===== config.mk =====
export PLATFORM = sky130hd
export DESIGN_NAME = dac_reg_loader
export DESIGN_NICKNAME = d
export VERILOG_FILES = /design/src/rtl/dac_pkg.sv /design/src/rtl/spi_sync.sv /design/src/rtl/dac_reg_loader.sv
export SDC_FILE = /design/constraint.sdc
export NUM_CORES = 1
export LEC_CHECK = 0
export BUFFER_PORTS_ARGS = -buffer_cell sky130_fd_sc_hd__buf_4
export CAP_MARGIN = 0
export CORE_ASPECT_RATIO = 1.75
export CORE_MARGIN = 5
export CORE_UTILIZATION = 40
export CTS_BUF_LIST = sky130_fd_sc_hd__clkbuf_4 sky130_fd_sc_hd__clkbuf_8 sky130_fd_sc_hd__clkbuf_16
export DETAILED_ROUTE_END_ITERATION = 6
export SYNTH_ARGS = -nofsm -noshare
export SYNTH_HDL_FRONTEND = slang
export SYNTH_HIERARCHICAL = 1
export SYNTH_SLANG_ARGS = --single-unit

===== constraint.sdc =====
create_clock -name clk_core -period 9.1 [get_ports clk_core]
set_clock_uncertainty 0.15 [all_clocks]
set_input_delay 1.365 -clock clk_core [delete_from_list [all_inputs] [get_ports clk_core]]
set_output_delay 1.365 -clock clk_core [all_outputs]
set_load 0.01 [all_outputs]

===== src/rtl/dac_pkg.sv =====
// Shared definitions for the DAC register loader and the DAC polling stage:
// sizes, loader FSM states and the bit layout of a 16-bit host SPI frame.
package dac_pkg;

  localparam int N_CH      = 8;
  localparam int DW        = 12;
  localparam int FRAME_LEN = 16;
  localparam int CNT_W     = 5;

  // Frame layout: write = {0, addr[2:0], data[11:0]}, control = {1, load, en, load0, unused[11:0]}
  localparam int CTRL     = 15;
  localparam int LOAD     = 14;
  localparam int EN       = 13;
  localparam int LOAD0    = 12;
  localparam int ADDR_MSB = 14;
  localparam int ADDR_LSB = 12;
  localparam int DATA_MSB = 11;

  typedef enum logic [1:0] {
    IDLE,
    SHIFT,
    CHECK,
    WAIT_CS_HIGH
  } state_t;

  function automatic logic [CNT_W-1:0] satInc(input logic [CNT_W-1:0] cnt);
    return (cnt == '1) ? cnt : cnt + CNT_W'(1);
  endfunction

endpackage


===== src/rtl/spi_sync.sv =====
// Two-flop synchronizer for one asynchronous host line, plus a third flop
// used to detect rising and falling edges of the synchronized level.
module spi_sync #(
  parameter logic RESET_VAL = 1'b0
) (
  input  logic clk_core,
  input  logic rst,
  input  logic d_i,
  output logic level_o,
  output logic rise_o,
  output logic fall_o
);

  logic meta_q;
  logic sync_q;
  logic prev_q;

  always_ff @(posedge clk_core or posedge rst) begin
    if (rst) begin
      meta_q <= RESET_VAL;
      sync_q <= RESET_VAL;
      prev_q <= RESET_VAL;
    end else begin
      meta_q <= d_i;
      sync_q <= meta_q;
      prev_q <= sync_q;
    end
  end

  assign level_o = sync_q;
  assign rise_o  = sync_q & ~prev_q;
  assign fall_o  = ~sync_q & prev_q;

endmodule


===== src/rtl/dac_reg_loader.sv =====
// Receives 16-bit SPI frames from the host, stages channel codes in shadow
// registers and publishes them to the DAC polling stage on a load command.
module dac_reg_loader #(
  parameter int N_CH      = dac_pkg::N_CH,
  parameter int DW        = dac_pkg::DW,
  parameter int FRAME_LEN = dac_pkg::FRAME_LEN
) (
  input  logic          clk_core,
  input  logic          rst,
  input  logic          sck,
  input  logic          cs_n,
  input  logic          mosi,
  output logic [DW-1:0] data_out [0:N_CH-1],
  output logic          dac_en,
  output logic          frame_ok,
  output logic          frame_err
);

  import dac_pkg::*;

  logic sckLevel;
  logic sckRise;
  logic sckFall;
  logic csLevel;
  logic csRise;
  logic csFall;
  logic unusedSck;

  logic mosiMeta_q;
  logic mosiSync_q;

  state_t               state_q;
  logic [FRAME_LEN-1:0] shift_q;
  logic [CNT_W-1:0]     bitCnt_q;
  logic [CNT_W-1:0]     bitCnt_d;
  logic [DW-1:0]        shadow_q [0:N_CH-1];
  logic [DW-1:0]        frameData;

  spi_sync #(.RESET_VAL(1'b0)) u_sckSync (
    .clk_core (clk_core),
    .rst      (rst),
    .d_i      (sck),
    .level_o  (sckLevel),
    .rise_o   (sckRise),
    .fall_o   (sckFall)
  );

  spi_sync #(.RESET_VAL(1'b1)) u_csSync (
    .clk_core (clk_core),
    .rst      (rst),
    .d_i      (cs_n),
    .level_o  (csLevel),
    .rise_o   (csRise),
    .fall_o   (csFall)
  );

  assign unusedSck = sckLevel ^ sckFall;

  // mosi shares the two-flop delay of sck, so it is stable when sckRise fires
  always_ff @(posedge clk_core or posedge rst) begin
    if (rst) begin
      mosiMeta_q <= 1'b0;
      mosiSync_q <= 1'b0;
    end else begin
      mosiMeta_q <= mosi;
      mosiSync_q <= mosiMeta_q;
    end
  end

  always_comb begin
    bitCnt_d  = satInc(bitCnt_q);
    frameData = shift_q[DATA_MSB:0];
  end

  always_ff @(posedge clk_core or posedge rst) begin
    if (rst) begin
      state_q   <= WAIT_CS_HIGH;
      shift_q   <= '0;
      bitCnt_q  <= '0;
      dac_en    <= 1'b0;
      frame_ok  <= 1'b0;
      frame_err <= 1'b0;
      for (int i = 0; i < N_CH; i++) begin
        shadow_q[i] <= '0;
        data_out[i] <= '0;
      end
    end else begin
      frame_ok  <= 1'b0;
      frame_err <= 1'b0;
      case (state_q)
        // Synchronizers still hold reset values right after reset, so cs_n must
        // be seen high on three consecutive cycles before trusting it.
        WAIT_CS_HIGH: begin
          if (!csLevel) begin
            bitCnt_q <= '0;
          end else if (bitCnt_q >= CNT_W'(2)) begin
            bitCnt_q <= '0;
            state_q  <= IDLE;
          end else begin
            bitCnt_q <= bitCnt_d;
          end
        end
        IDLE: begin
          if (csFall) begin
            bitCnt_q <= '0;
            shift_q  <= '0;
            state_q  <= SHIFT;
          end
        end
        SHIFT: begin
          if (sckRise && !csLevel) begin
            shift_q  <= {shift_q[FRAME_LEN-2:0], mosiSync_q};
            bitCnt_q <= bitCnt_d;
          end
          if (csRise) begin
            state_q <= CHECK;
          end
        end
        CHECK: begin
          state_q <= IDLE;
          if (bitCnt_q == CNT_W'(FRAME_LEN)) begin
            frame_ok <= 1'b1;
            if (!shift_q[CTRL]) begin
              shadow_q[shift_q[ADDR_MSB:ADDR_LSB]] <= frameData;
            end else begin
              dac_en <= shift_q[EN];
              if (shift_q[LOAD]) begin
                for (int i = 0; i < N_CH; i++) begin
                  data_out[i] <= (i == 0 && shift_q[LOAD0]) ? frameData : shadow_q[i];
                end
                if (shift_q[LOAD0]) begin
                  shadow_q[0] <= frameData;
                end
              end
            end
          end else begin
            frame_err <= 1'b1;
          end
        end
        default: state_q <= WAIT_CS_HIGH;
      endcase
    end
  end

endmodule


==> results.txt, run 1 <==
----------------------------------------------------
[Status]
  Outcome ... finished, final reports clean

[Global routing]
  Overflow left after global routing ... 0
  First-pass GRT wire length ... roughly 30 mm
  Vias in the first global route ... 5162
  Overall routing resource usage ... between 10% and 20%
  Initial antenna violation count ... 0
  Largest net degree at the start of global routing ... about 130

[Yosys]
  Yosys warns ... 6
  Mean area per synthesized cell ... between 15 and 20 um^2
  Count of mapped cells out of synthesis ... 553
  Synthesized net count ... approximately 560
  Total standard cell area after synthesis ... about 0.009 mm^2

[Drt]
  Post-route DRC ... 0
  Routed wire length per instance ... ~19 um
  1st-iter DRT viols ... 167
  First drt pass iteration count ... 4
  Number of vias in the routed layout ... roughly 4700
  Via-to-Cell Ratio ... just under 5
  Post-detailed-route count of antenna-violating nets ... 0
  Sum of routed wire length over all layers ... ~19 mm

[Layout]
  Count of inserted antenna diode cells ... 0
  Non-filler cells, final ... 952
  Growth of design area from synthesis to finish ... 18.2%
  Layout Nets ... ~650
  Fraction of final layout cells with drive strength greater than 1 ... between 50 and 60%

[Hold path]
  Path class of the lowest-slack min-delay path ... reg2reg

[Pwr]
  Proportion of power drawn by the clock network ... between 40 and 50%
  Sequential share of power ... between 50% and 60%
  Peak supply drop ... 113 uV
  Ratio of total power to cell area ... 197 mW/mm^2
  Switching Fraction ... 22.1%
  Switch Pwr ... 0.000462 W
  Internal Pwr Total ... 0.00163 W
  Part of the total power dissipated in combinational logic ... under 10%
  Leakage ... 5.46 nW

[Place]
  Placed wire-length estimate ... 12.3 mm
  Routability cong. ... roughly 0.75
  Count of buffers inserted at the top-level ports ... 103
  Number of instances in the placed design ... 916

[Worst setup path]
  Kind of capture point of the worst setup path ... register
  Crit path DAT ... ~3.5 ns
  Category of the worst setup path launch point ... register
  Maximum net fanout on the critical path ... between 50 and 60
  Data required, critical path ... ~9.3 ns
  Critical path type ... reg2reg

[Clock tree]
  Post-CTS setup-driven buffer insertion count ... 0
  Clock-pin transition on the worst setup and hold timing paths ... ~0.060 ns
  CTS tree ... built
  Number of gates resized after CTS ... 0
  Master cell of the clock root buffer ... clkbuf_16
  Level count of the clock H-tree ... 1
  Clock net sink count ... ~230
  Later-pin clock latency in the skew report ... 0.49 ns
  Clock Tree Buf Depth ... 3
  Inserted Clock Buffers ... 21
  Hold buffers post-CTS ... 0

[Timing]
  Setup repair after global routing missed its margin ... no
  Actual transition at the worst max-transition pin ... roughly 1.1 ns
  Highest attainable clock frequency ... 309 MHz
  Hold Worst Slack ... 0.207 ns
  Crit path time final ... roughly 3.2 ns
  Sum Neg Setup Slack ... 0 ns
  Slew Limit Fails ... 0
  Final Hold Fails ... 0
  Final period utilization ... between 30% and 40%
  Final-report setup violation count ... 0
  Slew Limit Headroom ... 24.0%

[Run]
  MaxCap Viol Count ... 0

[Die]
  Top-level port count ... 104
  Die outline area ... 0.0257 mm^2
  Area of the core ... 0.0222 mm^2
  Overall die width ... 123 um
  Initial cell density of the core ... 40.6%
  Number of placement rows ... 72
  Chip Height ... approximately 210 um

----------------------------------------------------
[critical path: stages (launching register included)]
cell	delay [ns]
dfrtp_1	0.42
inv_1	0.10
ha_1	0.19
nand4bb_4	0.16
nor2_4	0.18
and3_4	0.74
buf_4	0.71
mux2_2	0.41
[layout make-up]
type | instances | area [um^2]
Sequential cell | 226 | 5660
Multi-Input combinational cell | 282 | 3040
Clock buffer | 26 | 582
Fill cell | 1986 | 11500
Timing Repair Buffer | 105 | 788
Clock inverter | 10 | 153
Inverter | 7 | 33.8
Tap cell | 296 | 370
[per-layer routing]
layer / track usage, % / vias to the layer above / part of all wire [%]
met5: 0 / - / 0
met2: 26.3 / 80 / 54
li1: - / 2138 / -
met3: 2.39 / 26 / 3.7
met4: 4.02 / 0 / 2.1
met1: 18.7 / 2422 / 40
[placed cells by master (no fill, tap or decap), types with 2 or more instances in the layout]
cell       instances
nand2_1            7
nor2_1             5
inv_1              6
a31oi_1            3
ha_1               3
dfstp_2            5
clkbuf_16         21
and3_1             3
nor2b_1            9
clkinv_2           5
bufinv_16          4
a22o_1            17
mux2_2           166
and2_1             2
mux2_4            40
nand3_1            3
buf_4            105
clkbuf_8           3
nand4_1            2
dfrtp_1          221
o22a_1             3
clkbuf_4           2
[registers in the layout (all words and copies together) (netlist names)]
signal and flops:
state_q 2, mosiSync_q 1, bitCnt_q 5, u_sckSync/level_o 1
shadow_q 96, u_sckSync/prev_q 1, frame_ok 1, data_out 96
frame_err 1, dac_en 1, u_csSync/meta_q 1, mosiMeta_q 1
u_csSync/level_o 1, shift_q 16, u_csSync/prev_q 1, u_sckSync/meta_q 1
[stage by stage]
stage	total power, W	setup slack (ns)	util, %	instance area (um^2)
final	0.00209	5.87	48.0	10600
after floorplan	0.00115	1.57	-	8990
after global placement	0.00118	5.68	44.6	9890
after detailed placement	0.00119	5.56	44.6	9890
after global routing	0.00218	5.67	48.0	10600
after CTS	0.00212	5.81	48.0	10600
[power by group through the flow]
stage               Sequential (W)  Clock (W)  Combinational, W
global placement           0.00108          0         0.0000997
global route               0.00106   0.000995          0.000120
floorplan                  0.00106          0         0.0000908
CTS                        0.00106   0.000954          0.000108
finish                     0.00106   0.000929          0.000104
detailed placement         0.00108          0          0.000107
[path summary, 6_finish.rpt]
kind / endpoint / start / cells after the start / slack, ns
min reg2reg: u_csSync/level_o$_DFF_PP1_ / u_csSync/meta_q$_DFF_PP1_ / 0 / 0.21
max in group asynchronous: shadow_q[32]$_DFFE_PP0P_ / rst / 3 / 6.19
min: u_csSync/level_o$_DFF_PP1_ / u_csSync/meta_q$_DFF_PP1_ / 0 / 0.21
max: data_out[52]$_DFFE_PP0P_ / bitCnt_q[0]$_DFFE_PP0P_ / 7 / 5.87
max reg2reg: data_out[52]$_DFFE_PP0P_ / bitCnt_q[0]$_DFFE_PP0P_ / 7 / 5.87
min in group asynchronous: u_sckSync/prev_q$_DFF_PP0_ / rst / 2 / 0.63
(Power assumes the default switching activity.)
==> run 2, diff against run 1 <==
==> constraint.sdc (replaced) <==
create_clock -name clk_core -period 2.85 [get_ports clk_core]
set_clock_uncertainty 0.15 [all_clocks]
set_input_delay 0.4275 -clock clk_core [delete_from_list [all_inputs] [get_ports clk_core]]
set_output_delay 0.4275 -clock clk_core [all_outputs]
set_load 0.01 [all_outputs]
==> run 2 against run 1 <==
Effect of this change:
- hold slack got worse by 0.0078 ns
- final cell count grew 1.5%
- first-iteration DRC count grew 77%
- critical path type unchanged
- largest power group unchanged
- highest routed layer unchanged
==> results.txt, run 2 (same netlist as run 1, synthesis figures left out) <==
----------------------------------------------------
[Status]
  Outcome ... finished, final reports clean

[Timing]
  Actual transition at the worst max-transition pin ... 0.730 ns (-0.403 ns)
  Final period utilization ... 82.2% (+47 points)
  Highest attainable clock frequency ... 427 MHz (+38%)
  Setup slack after layout ... 0.506 ns (-5.36 ns)
  Crit path time final ... 2.34 ns (-0.890 ns)
  Hold Worst Slack ... 0.199 ns (-0.00782 ns)
  Final Hold Fails ... 0 (unchanged)
  Slew Limit Headroom ... 51.4% (+27 points)
  Slew Limit Fails ... 0 (unchanged)
  Setup repair after global routing missed its margin ... no
  Final-report setup violation count ... 0 (unchanged)

[Hold path]
  Worst min-delay path startpoint ... mosiMeta_q$_DFF_PP0_
  Path class of the lowest-slack min-delay path ... reg2reg

[Layout]
  Area of combinational cells with multiple inputs ... 0.00304 mm^2 (unchanged)
  Area used by sequential logic in the layout ... 0.00566 mm^2 (unchanged)
  Leading cell type in the layout, fill and taps excluded ... dfrtp_1
  Top library cells by usage in the layout, fill and taps aside ... 221 x dfrtp_1, 166 x mux2_2, 107 x buf_4
  Fraction of final layout cells with drive strength greater than 1 ... 55.2% (+0.35 points)
  Non-filler cells, final ... 966 (+1.5%)
  Leading registers by flop count ... data_out (96), shadow_q (96), shift_q (16)
  Growth of design area from synthesis to finish ... 20.7%
  Layout Nets ... 662 (+1.7%)
  Number of filler instances in the final layout ... 1964 (-1.1%)
  Post-Layout Inst Area ... 0.0109 mm^2 (+2.1%)
  Count of inserted antenna diode cells ... 0 (unchanged)

[Worst setup path]
  Critical path type ... reg2reg
  Crit path DAT ... 2.57 ns (-0.89 ns)
  Category of the worst setup path launch point ... register
  Register-to-Register Path Depth ... 6 (-1)
  Kind of capture point of the worst setup path ... register
  Maximum net fanout on the critical path ... 12 (-76%)
  Capture point of the worst path ... shadow_q[47]$_DFFE_PP0P_
  Reg-to-reg startpoint ... bitCnt_q[0]$_DFFE_PP0P_
  Register-to-Register Setup Slack ... 0.51 ns (-5.36 ns)
  Endpoint of the worst register-to-register path ... shadow_q[47]$_DFFE_PP0P_
  CP startpoint ... bitCnt_q[0]$_DFFE_PP0P_
  Data required, critical path ... 3.07 ns (-6.25 ns)

[Die]
  Chip Height ... 208 um (unchanged)
  Top-level port count ... 104 (unchanged)
  Initial cell density of the core ... 40.6% (unchanged)
  Overall die width ... 123 um (unchanged)
  Number of placement rows ... 72 (unchanged)
  Die outline area ... 0.0257 mm^2 (unchanged)
  Area of the core ... 0.0222 mm^2 (unchanged)

[Run]
  MaxCap Viol Count ... 0 (unchanged)

[Drt]
  Routed wire length per instance ... 19.4 um (-0.26%)
  First drt pass iteration count ... 4 (unchanged)
  Sum of routed wire length over all layers ... 18.8 mm (+1.2%)
  Number of vias in the routed layout ... 4755 (+1.9%)
  Post-route DRC ... 0 (unchanged)
  Post-detailed-route count of antenna-violating nets ... 0 (unchanged)
  Via-to-Cell Ratio ... 4.92 (+0.43%)
  1st-iter DRT viols ... 296 (+77%)

[Clock tree]
  Clock net sink count ... 226 (unchanged)
  Inserted Clock Buffers ... 22 (+4.8%)
  Clock Tree Buf Depth ... 3 (unchanged)
  Number of gates resized after CTS ... 0 (unchanged)
  Post-CTS setup-driven buffer insertion count ... 0 (unchanged)
  Level count of the clock H-tree ... 1 (unchanged)
  Clock-pin transition on the worst setup and hold timing paths ... 0.06 ns (about the same)
  CTS tree ... built
  Master cell of the clock root buffer ... clkbuf_16
  Later-pin clock latency in the skew report ... 0.50 ns (about the same)
  Hold buffers post-CTS ... 4 (+4)

[Pwr]
  Ratio of total power to cell area ... 643 mW/mm^2 (+230%)
  Peak supply drop ... 438 uV (+290%)
  Leakage ... 5.56 nW (+1.9%)
  Design Power ... 0.00698 W (+230%)

[Place]
  Post-Place Worst Slack ... 0.498 ns (-5.06 ns)
  Number of instances in the placed design ... 922 (+0.66%)
  Count of buffers inserted at the top-level ports ... 103 (unchanged)
  Placed Area ... 0.00998 mm^2 (+0.92%)
  Routability cong. ... 0.781 (+3.5%)
  Placed wire-length estimate ... 12.5 mm (+1.7%)

[Global routing]
  Initial antenna violation count ... 0 (unchanged)
  First-pass GRT wire length ... 30.0 mm (about the same)
  Largest net degree at the start of global routing ... 138 (+7.0%)
  Overall routing resource usage ... 14.9% (-0.051 points)
  Vias in the first global route ... 5241 (+1.5%)
  Overflow left after global routing ... 0 (unchanged)

----------------------------------------------------
## run 2: worst min-delay path by stage
stage | end | depth (start not counted)
floorplan | u_sckSync/level_o$_DFF_PP0_ | 1
global route | u_csSync/level_o$_DFF_PP1_ | 0
finish | mosiSync_q$_DFF_PP0_ | 0
CTS | mosiSync_q$_DFF_PP0_ | 0
global placement | u_sckSync/meta_q$_DFF_PP0_ | 2
detailed placement | u_sckSync/meta_q$_DFF_PP0_ | 2
## run 2: cell type report
type | count | area share, %
clock buffers | 28 | 5.82
clock inverters | 12 | 1.81
inverters | 7 | 0.277
multi-input cells | 282 | 28.0
flip-flops and latches | 226 | 52.2
well taps | 296 | 3.41
repair buffers | 115 | 8.51
## run 2: per-layer routing
metal / wire [um] / global-route usage [%] / share of wire (%)
met5: 0 / 0 / 0
met4: 560 / 4.97 / 3.0
met3: 696 / 2.07 / 3.7
met2: 9950 / 26.0 / 53
met1: 7570 / 18.6 / 40
## run 2: power breakdown
part	leakage [nW]	total, W	switching (W)	internal, W
clock	0.413	0.00325	0.00122	0.00203
sequential	3.13	0.00339	0.000114	0.00327
combinational	2.02	0.000343	0.000209	0.000134
total	5.56	0.00698	0.00154	0.00544
## run 2: metrics by stage
step | TNS, ns | utilization [%]
after floorplan | -129.48 | -
after global placement | 0 | 45.1
after detailed placement | 0 | 45.1
after CTS | 0 | 49.0
after global routing | 0 | 49.0
final | 0 | 49.0
## run 2: critical path, cell delays in order, from the launching register on
cell and delay, ns:
dfrtp_1 0.41, inv_1 0.09, ha_1 0.20, nand4bb_4 0.16, nor4b_4 0.35, nand2_1 0.43
mux2_2 0.41
==> run 3, diff against run 2 <==
--- a/config.mk
+++ b/config.mk
@@ -5,6 +5,7 @@
 export SDC_FILE = /design/constraint.sdc
 export NUM_CORES = 1
 export LEC_CHECK = 0
+export ABC_AREA = 1
 export BUFFER_PORTS_ARGS = -buffer_cell sky130_fd_sc_hd__buf_4
 export CAP_MARGIN = 0
 export CORE_ASPECT_RATIO = 1.75
==> constraint.sdc (replaced) <==
create_clock -name clk_core -period 2.2 [get_ports clk_core]
set_clock_uncertainty 0.15 [all_clocks]
set_input_delay 0.33 -clock clk_core [delete_from_list [all_inputs] [get_ports clk_core]]
set_output_delay 0.33 -clock clk_core [all_outputs]
set_load 0.01 [all_outputs]
==> run 3 against run 2 <==
Effect of this change:
- critical path type unchanged
- via count is 47% higher
- largest cell class unchanged
- wire length increased by 17%
- largest power group unchanged
- synthesized area grew 2.8%
==> results.txt, run 3 <==
----------------------------------------------------
[Status]
  Outcome ... finished, final reports clean

[Pwr]
  Internal Pwr Total ... 0.00679 W (+25%)
  Part of the total power dissipated in combinational logic ... 7.7% (+2.8 points)
  Proportion of power drawn by the clock network ... 43.8% (-2.8 points)
  Peak supply drop ... 561 uV (+28%)
  Switching Fraction ... 23.2% (+1.1 points)
  Leakage ... 5.60 nW (+0.65%)
  Switch Pwr ... 0.00205 W (+33%)
  Design Power ... 0.00884 W (+27%)
  Ratio of total power to cell area ... 783 mW/mm^2 (+22%)
  Sequential share of power ... 48.5% (about the same)

[Layout]
  Growth of design area from synthesis to finish ... 22.0%
  Top library cells by usage in the layout, fill and taps aside ... 349 x nand2_1, 221 x dfrtp_1, 132 x buf_4
  Leading cell type in the layout, fill and taps excluded ... nand2_1
  Number of filler instances in the final layout ... 2162 (+10%)
  Post-Layout Inst Area ... 0.0113 mm^2 (+4.0%)
  Non-filler cells, final ... 1462 (+51%)
  Leading registers by flop count ... data_out (96), shadow_q (96), shift_q (16)
  Fraction of final layout cells with drive strength greater than 1 ... 16.8% (-38 points)
  Count of inserted antenna diode cells ... 0 (unchanged)
  Layout Nets ... 1156 (+75%)

[Drt]
  Sum of routed wire length over all layers ... 21.9 mm (+17%)
  Routed wire length per instance ... 15.0 um (-23%)
  First drt pass iteration count ... 4 (unchanged)
  1st-iter DRT viols ... 459 (+55%)
  Number of vias in the routed layout ... 6974 (+47%)
  Via-to-Cell Ratio ... 4.77 (-3.1%)
  Post-detailed-route count of antenna-violating nets ... 0 (unchanged)
  Post-route DRC ... 0 (unchanged)

[Global routing]
  Overall routing resource usage ... 16.8% (+2.0 points)
  Largest net degree at the start of global routing ... 67 (-51%)
  First-pass GRT wire length ... 36.6 mm (+22%)
  Overflow left after global routing ... 0 (unchanged)
  Vias in the first global route ... 6975 (+33%)
  Initial antenna violation count ... 0 (unchanged)

[Place]
  Placed wire-length estimate ... 15.1 mm (+21%)
  Post-Place Worst Slack ... 0.00383 ns (-0.494 ns)
  Count of buffers inserted at the top-level ports ... 103 (unchanged)
  Number of instances in the placed design ... 1421 (+54%)
  Routability cong. ... 0.808 (+3.4%)
  Placed Area ... 0.0105 mm^2 (+5.1%)

[Timing]
  Setup slack after layout ... 0.108 ns (-0.398 ns)
  Setup repair after global routing missed its margin ... yes
  Slew Limit Headroom ... 52.2% (+0.81 points)
  Final Hold Fails ... 0 (unchanged)
  Final-report setup violation count ... 0 (unchanged)
  Slew Limit Fails ... 0 (unchanged)
  Crit path time final ... 2.09 ns (-0.252 ns)
  Final period utilization ... 95.1% (+13 points)
  Highest attainable clock frequency ... 478 MHz (+12%)
  Actual transition at the worst max-transition pin ... 0.717 ns (-0.0129 ns)

[Worst setup path]
  Critical path type ... reg2reg
  Data required, critical path ... 2.43 ns (-0.64 ns)
  Maximum net fanout on the critical path ... 38 (+26)
  Crit path DAT ... 2.32 ns (-0.25 ns)
  Kind of capture point of the worst setup path ... register
  Category of the worst setup path launch point ... register
  Register-to-Register Path Depth ... 8 (+2)

[Yosys]
  Yosys warns ... 6 (unchanged)
  Total standard cell area after synthesis ... 0.00925 mm^2 (+2.8%)
  Count of mapped cells out of synthesis ... 1045 (+89%)
  Mean area per synthesized cell ... 8.85 um^2 (-46%)
  Synthesized net count ... 1053 (+88%)

[Hold path]
  Path class of the lowest-slack min-delay path ... in2async

[Clock tree]
  Clock-pin transition on the worst setup and hold timing paths ... 0.06 ns (about the same)
  Clock net sink count ... 226 (unchanged)
  Level count of the clock H-tree ... 1 (unchanged)
  Master cell of the clock root buffer ... clkbuf_16
  Post-CTS setup-driven buffer insertion count ... 0 (unchanged)
  CTS tree ... built
  Inserted Clock Buffers ... 21 (-4.5%)
  Later-pin clock latency in the skew report ... 0.50 ns (about the same)
  Clock Tree Buf Depth ... 3 (unchanged)

[Die]
  Initial cell density of the core ... 40.7% (+0.079 points)
  Top-level port count ... 104 (unchanged)
  Die outline area ... 0.0264 mm^2 (+2.6%)
  Area of the core ... 0.0227 mm^2 (+2.6%)
  Chip Height ... 211 um (+1.3%)
  Overall die width ... 125 um (+1.3%)
  Number of placement rows ... 73 (+1.4%)

[Run]
  MaxCap Viol Count ... 0 (unchanged)

----------------------------------------------------
run 3: timing repair:
action                                  4_1_cts  5_1_grt
hold buffers                                  4        0
hold endpoints to repair                     20        0
gates resized for setup                       1        3
endpoints found under the setup margin        1       43
run 3: path summary, 6_finish.rpt:
kind	to	slack [ns]	startpoint
worst max-delay path	shadow_q[68]$_DFFE_PP0P_	0.11	bitCnt_q[0]$_DFFE_PP0P_
worst min-delay path	u_sckSync/level_o$_DFF_PP0_	0.14	rst
worst max register to register	shadow_q[68]$_DFFE_PP0P_	0.11	bitCnt_q[0]$_DFFE_PP0P_
worst min register to register	u_sckSync/level_o$_DFF_PP0_	0.20	u_sckSync/meta_q$_DFF_PP0_
max in group asynchronous	data_out[27]$_DFFE_PP0P_	0.95	rst
min in group clk_core	u_sckSync/level_o$_DFF_PP0_	0.20	u_sckSync/meta_q$_DFF_PP0_
run 3: power by group through the flow:
| stage | Combinational, W | Sequential (W) | Clock [W] |
|---|---|---|---|
| 2_1_floorplan | 0.000454 | 0.00435 | 0 |
| 3_3_place_gp | 0.000672 | 0.00437 | 0 |
| 3_5_place_dp | 0.000679 | 0.00437 | 0 |
| 4_1_cts | 0.000689 | 0.00429 | 0.00399 |
| 5_1_grt | 0.000783 | 0.00430 | 0.00415 |
| 6_report | 0.000677 | 0.00429 | 0.00388 |
run 3: final cells by class:
class                   instances  area [um^2]  share of cell area [%]
inverters                     119          450                    3.99
clock inverters                12          168                    1.49
well taps                     300          375                    3.33
multi-input cells             633         2810                    24.9
repair buffers                147         1240                    11.0
clock buffers                  25          574                    5.09
flip-flops and latches        226         5660                    50.2
run 3: critical path, stage by stage, from the launching register on:
cell	delay, ns
dfrtp_1	0.42
inv_1	0.11
ha_1	0.20
nand3_2	0.15
nor3_4	0.18
buf_12	0.23
nand2_1	0.31
nand2_1	0.16
nand2_1	0.06
run 3: metal layers:
layer | global-route usage, % | routed length [um] | up-vias
li1 | - | - | 3502
met1 | 20.0 | 8970 | 3293
met2 | 30.5 | 11300 | 138
met3 | 2.23 | 806 | 41
met4 | 7.26 | 818 | 0
met5 | 0 | 0 | -
run 3: per-stage QoR:
stage,hold WS [ns],utilization (%),TNS [ns]
final,0.142,49.6,0
after global routing,0.144,49.6,-0.311
after CTS,0.118,49.6,0
after detailed placement,0.0922,46.1,0
after global placement,0.0908,46.1,0
after floorplan,-0.0664,-,-250.74
